File: config.mk
export PLATFORM = sky130hd
export DESIGN_NAME = knn_result_reader
export DESIGN_NICKNAME = d
export VERILOG_FILES = /design/src/rtl/knn_pkg.sv /design/src/rtl/knn_vote_hist.sv /design/src/rtl/knn_result_reader.sv
export SDC_FILE = /design/constraint.sdc
export NUM_CORES = 1
export LEC_CHECK = 0
export ABC_CLOCK_PERIOD_IN_PS = 7900
export CAP_MARGIN = 20
export CORE_ASPECT_RATIO = 1.4
export CORE_MARGIN = 8
export CORE_UTILIZATION = 50
export CTS_CLUSTER_DIAMETER = 120
export DETAILED_ROUTE_END_ITERATION = 10
export PLACE_DENSITY_LB_ADDON = 0.15
export SLEW_MARGIN = 25
export SYNTH_ARGS = -nofsm -noshare
export SYNTH_HDL_FRONTEND = slang
export SYNTH_HIERARCHICAL = 1
export SYNTH_SLANG_ARGS = --single-unit
File: constraint.sdc
create_clock -name clk -period 7.9 [get_ports clk]
set_clock_uncertainty 0.2 [all_clocks]
set_input_delay 1.975 -clock clk [delete_from_list [all_inputs] [get_ports clk]]
set_output_delay 1.975 -clock clk [all_outputs]
set_load 0.01 [all_outputs]
File: src/rtl/knn_pkg.sv
// Shared definitions for the KNN peripheral: default geometry, the result
// reader's state encoding and its CPU register map.
package knn_pkg;

    localparam int KNN_K        = 4;
    localparam int KNN_N_LABELS = 8;
    localparam int KNN_DIST_W   = 32;

    typedef enum logic [2:0] {
        KNN_RD_IDLE   = 3'd0,
        KNN_RD_CLEAR  = 3'd1,
        KNN_RD_SCAN   = 3'd2,
        KNN_RD_ARGMAX = 3'd3,
        KNN_RD_DONE   = 3'd4
    } knn_rd_state_t;

    localparam logic [1:0] KNN_RD_STATUS  = 2'd0;
    localparam logic [1:0] KNN_RD_RESULT  = 2'd1;
    localparam logic [1:0] KNN_RD_VOTES   = 2'd2;
    localparam logic [1:0] KNN_RD_NEAREST = 2'd3;

endpackage

File: src/rtl/knn_vote_hist.sv
// Label histogram: one saturating vote counter per class label, with a
// synchronous clear, increment-by-label and a combinational indexed read.
module knn_vote_hist #(
    parameter int N_LABELS = 8,
    parameter int LABEL_W  = 3,
    parameter int CNT_W    = 3,
    parameter int SAT      = 4
) (
    input  logic               clk,
    input  logic               rst,
    input  logic               clr,
    input  logic               inc,
    input  logic [LABEL_W-1:0] inc_idx,
    input  logic [LABEL_W-1:0] rd_idx,
    output logic [CNT_W-1:0]   rd_cnt
);

    logic [N_LABELS*CNT_W-1:0] cnt_flat;

    for (genvar gi = 0; gi < N_LABELS; gi++) begin : g_cnt
        logic [CNT_W-1:0] cnt_reg;

        // Per-label counter: clear wins, increments stop at SAT.
        always_ff @(posedge clk or posedge rst) begin
            if (rst) begin
                cnt_reg <= '0;
            end else if (clr) begin
                cnt_reg <= '0;
            end else if (inc && (inc_idx == LABEL_W'(gi)) && (cnt_reg != CNT_W'(SAT))) begin
                cnt_reg <= cnt_reg + 1'b1;
            end
        end

        assign cnt_flat[gi*CNT_W +: CNT_W] = cnt_reg;
    end

    assign rd_cnt = cnt_flat[int'(rd_idx)*CNT_W +: CNT_W];

endmodule

File: src/rtl/knn_result_reader.sv
// KNN result reader: once the neighbour list is final, scans the K slots
// into a label histogram, picks the majority label (lowest label on ties)
// and serves status/result/votes/nearest distance over iob native reads.
module knn_result_reader
    import knn_pkg::*;
#(
    parameter int K        = KNN_K,
    parameter int N_LABELS = KNN_N_LABELS,
    parameter int LABEL_W  = $clog2(N_LABELS),
    parameter int DIST_W   = KNN_DIST_W,
    parameter int ADDR_W   = 2,
    localparam int IDX_W   = (K > 1) ? $clog2(K) : 1
) (
    input  logic               clk,
    input  logic               rst,
    input  logic               start,
    output logic [IDX_W-1:0]   nb_idx,
    input  logic               nb_valid,
    input  logic [LABEL_W-1:0] nb_label,
    input  logic [DIST_W-1:0]  nb_dist,
    input  logic               valid,
    input  logic [ADDR_W-1:0]  address,
    input  logic [3:0]         wstrb,
    output logic [31:0]        rdata,
    output logic               ready,
    output logic               busy
);

    localparam int CNT_W = $clog2(K + 1);

    knn_rd_state_t state_reg, state_next;

    logic [IDX_W-1:0]   idx_reg;
    logic [LABEL_W-1:0] lbl_reg;
    logic [CNT_W-1:0]   hist_cnt;
    logic [CNT_W-1:0]   votes_reg, votes_next, votes_sh_reg;
    logic [LABEL_W-1:0] result_reg, result_next, result_sh_reg;
    logic [DIST_W-1:0]  nearest_reg, nearest_sh_reg;
    logic               done_reg, busy_reg;
    logic               clr_hist, hist_inc, take_start, finish;
    logic               scan_last, argmax_last;
    logic               rd_req, rd_result;
    logic [31:0]        rdata_next;

    assign scan_last   = (idx_reg == IDX_W'(K - 1));
    assign argmax_last = (lbl_reg == LABEL_W'(N_LABELS - 1));
    assign take_start  = start && ((state_reg == KNN_RD_IDLE) || (state_reg == KNN_RD_DONE));
    assign finish      = (state_reg == KNN_RD_ARGMAX) && argmax_last;
    assign rd_req      = valid && (wstrb == 4'h0);
    assign rd_result   = rd_req && (address == ADDR_W'(KNN_RD_RESULT));

    assign nb_idx = idx_reg;
    assign busy   = busy_reg;

    knn_vote_hist #(
        .N_LABELS (N_LABELS),
        .LABEL_W  (LABEL_W),
        .CNT_W    (CNT_W),
        .SAT      (K)
    ) u_hist (
        .clk     (clk),
        .rst     (rst),
        .clr     (clr_hist),
        .inc     (hist_inc),
        .inc_idx (nb_label),
        .rd_idx  (lbl_reg),
        .rd_cnt  (hist_cnt)
    );

    // State register.
    always_ff @(posedge clk or posedge rst) begin
        if (rst) state_reg <= KNN_RD_IDLE;
        else     state_reg <= state_next;
    end

    // Next-state and histogram control; start only counts in IDLE/DONE.
    always_comb begin
        state_next = state_reg;
        clr_hist   = 1'b0;
        hist_inc   = 1'b0;
        case (state_reg)
            KNN_RD_IDLE, KNN_RD_DONE: begin
                if (start) state_next = KNN_RD_CLEAR;
            end
            KNN_RD_CLEAR: begin
                clr_hist   = 1'b1;
                state_next = KNN_RD_SCAN;
            end
            KNN_RD_SCAN: begin
                hist_inc = nb_valid;
                if (scan_last) state_next = KNN_RD_ARGMAX;
            end
            KNN_RD_ARGMAX: begin
                if (argmax_last) state_next = KNN_RD_DONE;
            end
            default: state_next = KNN_RD_IDLE;
        endcase
    end

    // Running argmax: strict compare keeps the lowest label on ties.
    always_comb begin
        votes_next  = votes_reg;
        result_next = result_reg;
        if (hist_cnt > votes_reg) begin
            votes_next  = hist_cnt;
            result_next = lbl_reg;
        end
    end

    // Slot and label counters; both return to zero after their last step.
    always_ff @(posedge clk or posedge rst) begin
        if (rst) begin
            idx_reg <= '0;
            lbl_reg <= '0;
        end else if (state_reg == KNN_RD_CLEAR) begin
            idx_reg <= '0;
            lbl_reg <= '0;
        end else if (state_reg == KNN_RD_SCAN) begin
            idx_reg <= scan_last ? '0 : idx_reg + 1'b1;
        end else if (state_reg == KNN_RD_ARGMAX) begin
            lbl_reg <= argmax_last ? '0 : lbl_reg + 1'b1;
        end
    end

    // Working argmax/nearest registers and the CPU-visible shadow copies.
    always_ff @(posedge clk or posedge rst) begin
        if (rst) begin
            votes_reg      <= '0;
            result_reg     <= '0;
            nearest_reg    <= '0;
            votes_sh_reg   <= '0;
            result_sh_reg  <= '0;
            nearest_sh_reg <= '0;
        end else begin
            if (state_reg == KNN_RD_CLEAR) begin
                votes_reg  <= '0;
                result_reg <= '0;
            end else if (state_reg == KNN_RD_ARGMAX) begin
                votes_reg  <= votes_next;
                result_reg <= result_next;
            end
            if ((state_reg == KNN_RD_SCAN) && (idx_reg == '0)) begin
                nearest_reg <= nb_valid ? nb_dist : '1;
            end
            if (finish) begin
                votes_sh_reg   <= votes_next;
                result_sh_reg  <= result_next;
                nearest_sh_reg <= nearest_reg;
            end
        end
    end

    // Status flags: a RESULT read clears done unless a run just finished.
    always_ff @(posedge clk or posedge rst) begin
        if (rst) begin
            busy_reg <= 1'b0;
            done_reg <= 1'b0;
        end else if (take_start) begin
            busy_reg <= 1'b1;
            done_reg <= 1'b0;
        end else if (finish) begin
            busy_reg <= 1'b0;
            done_reg <= 1'b1;
        end else if (rd_result) begin
            done_reg <= 1'b0;
        end
    end

    // Register-map read mux.
    always_comb begin
        rdata_next = '0;
        case (address)
            ADDR_W'(KNN_RD_STATUS):  rdata_next = 32'({busy_reg, done_reg});
            ADDR_W'(KNN_RD_RESULT):  rdata_next = 32'(result_sh_reg);
            ADDR_W'(KNN_RD_VOTES):   rdata_next = 32'(votes_sh_reg);
            ADDR_W'(KNN_RD_NEAREST): rdata_next = 32'(nearest_sh_reg);
            default:                 rdata_next = '0;
        endcase
    end

    // Registered read response: one ready pulse per read request.
    always_ff @(posedge clk or posedge rst) begin
        if (rst) begin
            ready <= 1'b0;
            rdata <= '0;
        end else begin
            ready <= rd_req;
            if (rd_req) rdata <= rdata_next;
        end
    end

endmodule

==> key figures, run 1 <==
Status
  • Outcome: finished, final reports clean

Placed design
  • Number of I/O port buffers: 81
  • Placed cells: 965
  • Dpl hpwl: 11.0 mm
  • RD Place Congestion: 0.821

Yosys
  • Cells after Synth: 739
  • Area share of the largest cell type after synthesis: 0.522
  • EDFF count, synth: 0
  • FFs w/ async S/R, synth: 1.00
  • Ys Warns: 6
  • Ys flop type: dfrtp_1
  • Area leader, netlist: dfrtp_1
  • Most frequent cells after synthesis: nand2_1, dfrtp_1, inv_1
  • Mapped Nets: 808
  • FF+latch count, synth: 143
  • Synth cell types: 48
  • Sequential area share after synthesis: 0.522
  • Synth Area per Inst: 9.27 um2
  • Ranking of synthesized cells by area: dfrtp_1, nand2_1, ha_1, inv_1, nor2_1
  • Count leader, synth: nand2_1
  • Synthesized area: 0.00685 mm2

STA
  • Max frequency: 232 MHz
  • Final Critical Period: 4.30 ns
  • Rel. slew slack: 0.378
  • RSZ-0062 raised after global routing: false
  • Hold_ws: 0.263 ns
  • Period utilization: 0.545
  • Final setup TNS: 0 ns
  • Final slew viol count: 0
  • Final setup vio count: 0
  • Final Hold Viols: 0
  • Worst-margin pin slew: 0.934 ns

Run
  • Max-Cap Viols: 0

Clocking
  • Clk pin slew, worst setup/hold paths: 0.06 ns
  • CTS Sinks: 143
  • H-tree depth: 4
  • # Post-CTS Setup Buffers: 0
  • Root cell of the clock tree: clkbuf_16
  • Resized Gates After CTS: 0
  • Hold-fix buffer count after cts: 0
  • Clock Latency Late Sink: 0.41 ns
  • Max clock buf depth: 2
  • CTS tree: yes
  • Total CTS buffers: 17

Pwr
  • Max VDD drop: 0.183 mV
  • Design Power: 2980 uW
  • P_leak: 0.00393 uW
  • Power density cells: 360 mW/mm2

Die
  • Row Count: 50
  • Total die area: 0.0178 mm2
  • Core Box Area: 0.0134 mm2
  • Initial Util: 0.512
  • Die height: 155 um
  • Die Width: 115 um
  • I/O Pins: 82

Setup path
  • WP buf/inv: 2
  • WS Path Type: in -> reg
  • CP top delay family: simple AND/OR/NAND/NOR gates
  • Crit-path max FO: 33
  • CP startpoint kind: primary input
  • Worst path required time: 7.96 ns
  • R2R cell count: 7
  • Crit path max-delay cell type: nor3b_2
  • Crit path largest cell delay: 0.70 ns
  • Crit path depth: 6
  • Crit end category: flip-flop
  • Critical Path AT: 4.36 ns
  • Worst-path cell chain: clkdlybuf4s50_1 > buf_4 > nor3b_2 > nand4b_1 > o311ai_0 > o41ai_1

GRT
  • Grt total ovfl: 0
  • Largest net degree at the start of global routing: 65
  • First-pass GRT wire length: 27.2 mm
  • Total track usage: 0.190
  • Initial antenna violation count: 0
  • Vias in the first global route: 5,593

Cells and area
  • Final Net Count: 871
  • Final antenna diode count: 0
  • Utilization after layout: 0.619
  • Sequential Area: 0.00358 mm2
  • Fraction of layout cells with a size suffix above 1: 0.0688
  • Final Non-Filler Cells: 996
  • Area Overhead vs Synth: 20.9%
  • Fillers: 1,192
  • Area of the multi-input gates: 0.00284 mm2

Drt
  • Total number of vias: 5,381
  • TritonRoute pass-1 iters: 5
  • Vias/cell: 5.40
  • Post-route ant nets: 0
  • Final Routed Wirelength: 16.1 mm
  • DRC: 0
  • Iter 0 DRT Violations: 313
  • Avg WL per Cell: 16.1 um

Worst hold path
  • Hold Path Cell Cnt: 2
  • Min-delay worst type: reg -> reg
power breakdown:
| part | internal, uW | switching [uW] |
|---|---|---|
| Clock | 430 | 306 |
| Sequential | 985 | 211 |
| Combinational | 445 | 604 |
| Total | 1860 | 1120 |
placed cells by master (no fill, tap or decap), drive strengths merged, types with 7 or more instances in the layout:
| cell | instances |
|---|---|
| clkbuf | 17 |
| mux2 | 12 |
| a21oi | 18 |
| clkdlybuf4s50 | 81 |
| dfrtp | 143 |
| o311ai | 7 |
| mux2i | 8 |
| clkinv | 9 |
| nor2 | 58 |
| inv | 65 |
| nand3 | 38 |
| ha | 23 |
| a31oi | 34 |
| o21ai | 15 |
| mux4 | 8 |
| nand2 | 202 |
per-stage QoR:
step	instance area [um2]	worst slack (ns)
2_1_floorplan	6850	2.57
3_3_place_gp	7730	2.81
3_5_place_dp	7730	3.22
4_1_cts	8280	3.64
5_1_grt	8280	3.47
6_report	8280	3.60
worst paths after layout:
check                                            start  slack [ns]                                     end
max                                           nb_valid        3.60  u_hist/g_cnt[3].cnt_reg[2]$_DFFE_PP0P_
min                        nearest_reg[30]$_DFFE_PP0P_        0.26          nearest_sh_reg[30]$_DFFE_PP0P_
max reg2reg                     lbl_reg[1]$_DFFE_PP0P_        4.24            result_sh_reg[0]$_DFFE_PP0P_
min reg2reg                nearest_reg[30]$_DFFE_PP0P_        0.26          nearest_sh_reg[30]$_DFFE_PP0P_
max in group asynchronous                          rst        4.36                votes_reg[0]$_DFFE_PP0P_
min in group asynchronous                          rst        1.86  u_hist/g_cnt[6].cnt_reg[1]$_DFFE_PP0P_
metal layers:
layer / track usage / share of wire / vias up
met2: 0.340 / 0.54 / 149
met3: 0.0433 / 0.048 / 21
met1: 0.215 / 0.40 / 2612
met5: 0 / 0 / -
li1: - / - / 2599
met4: 0.0660 / 0.014 / 0
final cells by class:
type / instances / area share
sequential: 143 / 0.432
multi-input combinational: 489 / 0.343
timing repair buffer: 86 / 0.102
clock buffer: 17 / 0.0514
inverter: 65 / 0.0298
tap: 182 / 0.0275
clock inverter: 14 / 0.0145
worst min-delay path, stage by stage, from the launching register on:
cell,delay (ns)
dfrtp_1,0.34
nand2_1,0.05
nand2_1,0.05
logic make-up (layout without fill, tap and decap cells):
kind of cell | count (synthesis) | after routing | share of synthesized area
AND/OR/NAND/NOR | 333 | 333 | 0.207
flip-flops | 143 | 143 | 0.522
buffers and inverters | 107 | 182 | 0.0663
multiplexers | 28 | 28 | 0.0610
AO/OA/AOI/OAI | 105 | 105 | 0.101
adder cells (fa/ha/maj) | 23 | 23 | 0.0420
Note: power is estimated with default switching activity, not from simulation.
==> inputs of run 2 (changes only) <==
--- a/config.mk
+++ b/config.mk
@@ -5,7 +5,7 @@
 export SDC_FILE = /design/constraint.sdc
 export NUM_CORES = 1
 export LEC_CHECK = 0
-export ABC_CLOCK_PERIOD_IN_PS = 7900
+export ABC_CLOCK_PERIOD_IN_PS = 3700
 export CAP_MARGIN = 20
 export CORE_ASPECT_RATIO = 1.4
 export CORE_MARGIN = 8
==> constraint.sdc (replaced) <==
create_clock -name clk -period 3.7 [get_ports clk]
set_clock_uncertainty 0.2 [all_clocks]
set_input_delay 0.925 -clock clk [delete_from_list [all_inputs] [get_ports clk]]
set_output_delay 0.925 -clock clk [all_outputs]
set_load 0.01 [all_outputs]
==> key figures, run 2 (synthesis results as in run 1) <==
Drt
  • Vias/cell: 5.44 (was 5.40)
  • Avg WL per Cell: 16.6 um (was 16.1 um)
  • Post-route ant nets: 0 (unchanged)
  • Iter 0 DRT Violations: 302 (was 313)
  • Total number of vias: 5,460 (was 5,381)
  • DR top layer: met4 (unchanged)
  • Routed wl met3: 901 um (was 770 um)
  • Met1 WL: 6.43 mm (was 6.49 mm)
  • Final Routed Wirelength: 16.6 mm (was 16.1 mm)
  • Met2 wire length: 8.86 mm (was 8.61 mm)
  • DRC: 0 (unchanged)
  • TritonRoute pass-1 iters: 5 (unchanged)

Setup path
  • WP buf/inv: 0 (was 2)
  • Crit path largest cell delay: 0.61 ns (was 0.70 ns)
  • Critical Path AT: 3.35 ns (was 4.36 ns)
  • Crit-path max FO: 11 (was 33)
  • Crit end category: flip-flop (unchanged)
  • Worst-path cell chain: mux4_1 > mux2_2 > ha_1 > nand2b_1 > a21o_1 > or4_1 > nand3_1 (was clkdlybuf4s50_1 > buf_4 > nor3b_2 > nand4b_1 > o311ai_0 > o41ai_1)
  • WS Path Type: reg -> reg (was in -> reg)
  • CP top delay family: multiplexers (was simple AND/OR/NAND/NOR gates)
  • Crit path max-delay cell type: dfrtp_1 (was nor3b_2)
  • CP startpoint kind: flip-flop (was primary input)
  • Worst path required time: 3.85 ns (was 7.96 ns)

Cells and area
  • Area Overhead vs Synth: 22.4% (was 20.9%)
  • Final antenna diode count: 0 (unchanged)
  • Final Net Count: 877 (was 871)
  • Commonest non-fill, non-tap cell in the layout: nand2_1 (unchanged)
  • Fraction of layout cells with a size suffix above 1: 0.0719 (was 0.0688)
  • Most frequent cells in the layout: nand2_1, dfrtp_1, clkdlybuf4s50_1 (unchanged)
  • Utilization after layout: 0.627 (was 0.619)

GRT
  • Initial antenna violation count: 0 (unchanged)
  • Total track usage: 0.195 (was 0.190)
  • First-pass GRT wire length: 27.1 mm (was 27.2 mm)
  • Vias in the first global route: 5,454 (was 5,593)
  • Largest net degree at the start of global routing: 120 (was 65)
  • Grt total ovfl: 0 (unchanged)

Run
  • Max-Cap Viols: 0 (unchanged)

Clocking
  • H-tree depth: 4 (unchanged)
  • # Post-CTS Setup Buffers: 0 (unchanged)
  • CTS Sinks: 143 (unchanged)
  • Max clock buf depth: 2 (unchanged)
  • Hold-fix buffer count after cts: 0 (unchanged)
  • Clk pin slew, worst setup/hold paths: 0.06 ns (about the same)
  • CTS tree: yes (unchanged)
  • Clock Latency Late Sink: 0.42 ns (was 0.41 ns)
  • Total CTS buffers: 17 (unchanged)
  • Resized Gates After CTS: 0 (unchanged)
  • Root cell of the clock tree: clkbuf_16 (unchanged)

STA
  • Final slew viol count: 0 (unchanged)
  • RSZ-0062 raised after global routing: false (unchanged)
  • Period utilization: 0.865
  • Max frequency: 313 MHz
  • Final worst slack: 0.501 ns (was 3.60 ns)
  • Final setup TNS: 0 ns (unchanged)
  • Hold_ws: 0.262 ns (was 0.263 ns)
  • Worst-margin pin slew: 0.880 ns (was 0.934 ns)
  • Rel. slew slack: 0.409 (was 0.378)
  • Final Hold Viols: 0 (unchanged)
  • Final setup vio count: 0 (unchanged)
  • Final Critical Period: 3.20 ns

Placed design
  • Number of I/O port buffers: 81 (unchanged)
  • Dpl hpwl: 11.5 mm (was 11.0 mm)
  • RD Place Congestion: 0.825 (was 0.821)
  • Dpl ws: 0.507 ns (was 3.22 ns)

Pwr
  • Switch share: 0.367 (was 0.376)
  • P_leak: 0.00400 uW (was 0.00393 uW)
  • Reg power frac: 0.395 (was 0.401)
  • P_sw: 2400 uW (was 1120 uW)
  • Max VDD drop: 0.355 mV (was 0.183 mV)
  • Part of the power in the clock network: 0.265 (was 0.247)
  • Power density cells: 782 mW/mm2 (was 360 mW/mm2)
  • Internal Pwr Total: 4150 uW (was 1860 uW)
  • Combinational share of power: 0.340 (was 0.352)

Die
  • Die Width: 115 um (unchanged)
  • Die height: 155 um (unchanged)
  • Initial Util: 0.512 (unchanged)
  • Total die area: 0.0178 mm2 (unchanged)
  • Row Count: 50 (unchanged)
  • Core Box Area: 0.0134 mm2 (unchanged)
  • I/O Pins: 82 (unchanged)

Status
  • Outcome: finished, final reports clean (unchanged)

Worst hold path
  • Min-delay worst type: reg -> reg (unchanged)
[run 2: worst min-delay path, stage by stage, from the launching register on]
cell,delay (ns)
dfrtp_1,0.34
nand2_1,0.05
nand2_1,0.05
[run 2: per-layer routing]
| metal | vias up | global-route usage |
|---|---|---|
| li1 | 2615 | - |
| met1 | 2676 | 0.210 |
| met2 | 144 | 0.351 |
| met3 | 25 | 0.0468 |
| met4 | 0 | 0.0848 |
| met5 | - | 0 |
[run 2: final timing paths]
check	from	slack (ns)	cells past startpoint	to
setup / recovery	lbl_reg[1]$_DFFE_PP0P_	0.50	7	result_reg[2]$_DFFE_PP0P_
hold / removal	rdata[3]$_DFFE_PP0P_	0.26	2	rdata[3]$_DFFE_PP0P_
hold reg to reg	rdata[3]$_DFFE_PP0P_	0.26	2	rdata[3]$_DFFE_PP0P_
min in group asynchronous	rst	0.77	2	u_hist/g_cnt[4].cnt_reg[1]$_DFFE_PP0P_
max in group asynchronous	rst	1.97	3	nearest_reg[2]$_DFFE_PP0P_
setup reg to reg	lbl_reg[1]$_DFFE_PP0P_	0.50	7	result_reg[2]$_DFFE_PP0P_
[run 2: power by group through the flow]
| stage | Combinational, uW | Clock, uW | Sequential [uW] |
|---|---|---|---|
| floorplan | 1780 | 0 | 2450 |
| global placement | 2140 | 0 | 2580 |
| detailed placement | 2240 | 0 | 2610 |
| CTS | 2250 | 1770 | 2580 |
| global route | 2510 | 1840 | 2660 |
| finish | 2230 | 1740 | 2590 |
[run 2: per-stage QoR]
step	std cells	area [um2]	total power, uW
2_1_floorplan	739	6860	4220
3_3_place_gp	971	7780	4720
3_5_place_dp	971	7780	4850
4_1_cts	1003	8390	6610
5_1_grt	1003	8390	7010
6_report	1003	8390	6560
[run 2: cell type report]
type | count | area (um2)
fillers | 1170 | 5000
flip-flops and latches | 143 | 3580
clock inverters | 14 | 165
multi-input cells | 489 | 2820
inverters | 65 | 248
clock buffers | 18 | 439
well taps | 182 | 228
repair buffers | 92 | 906
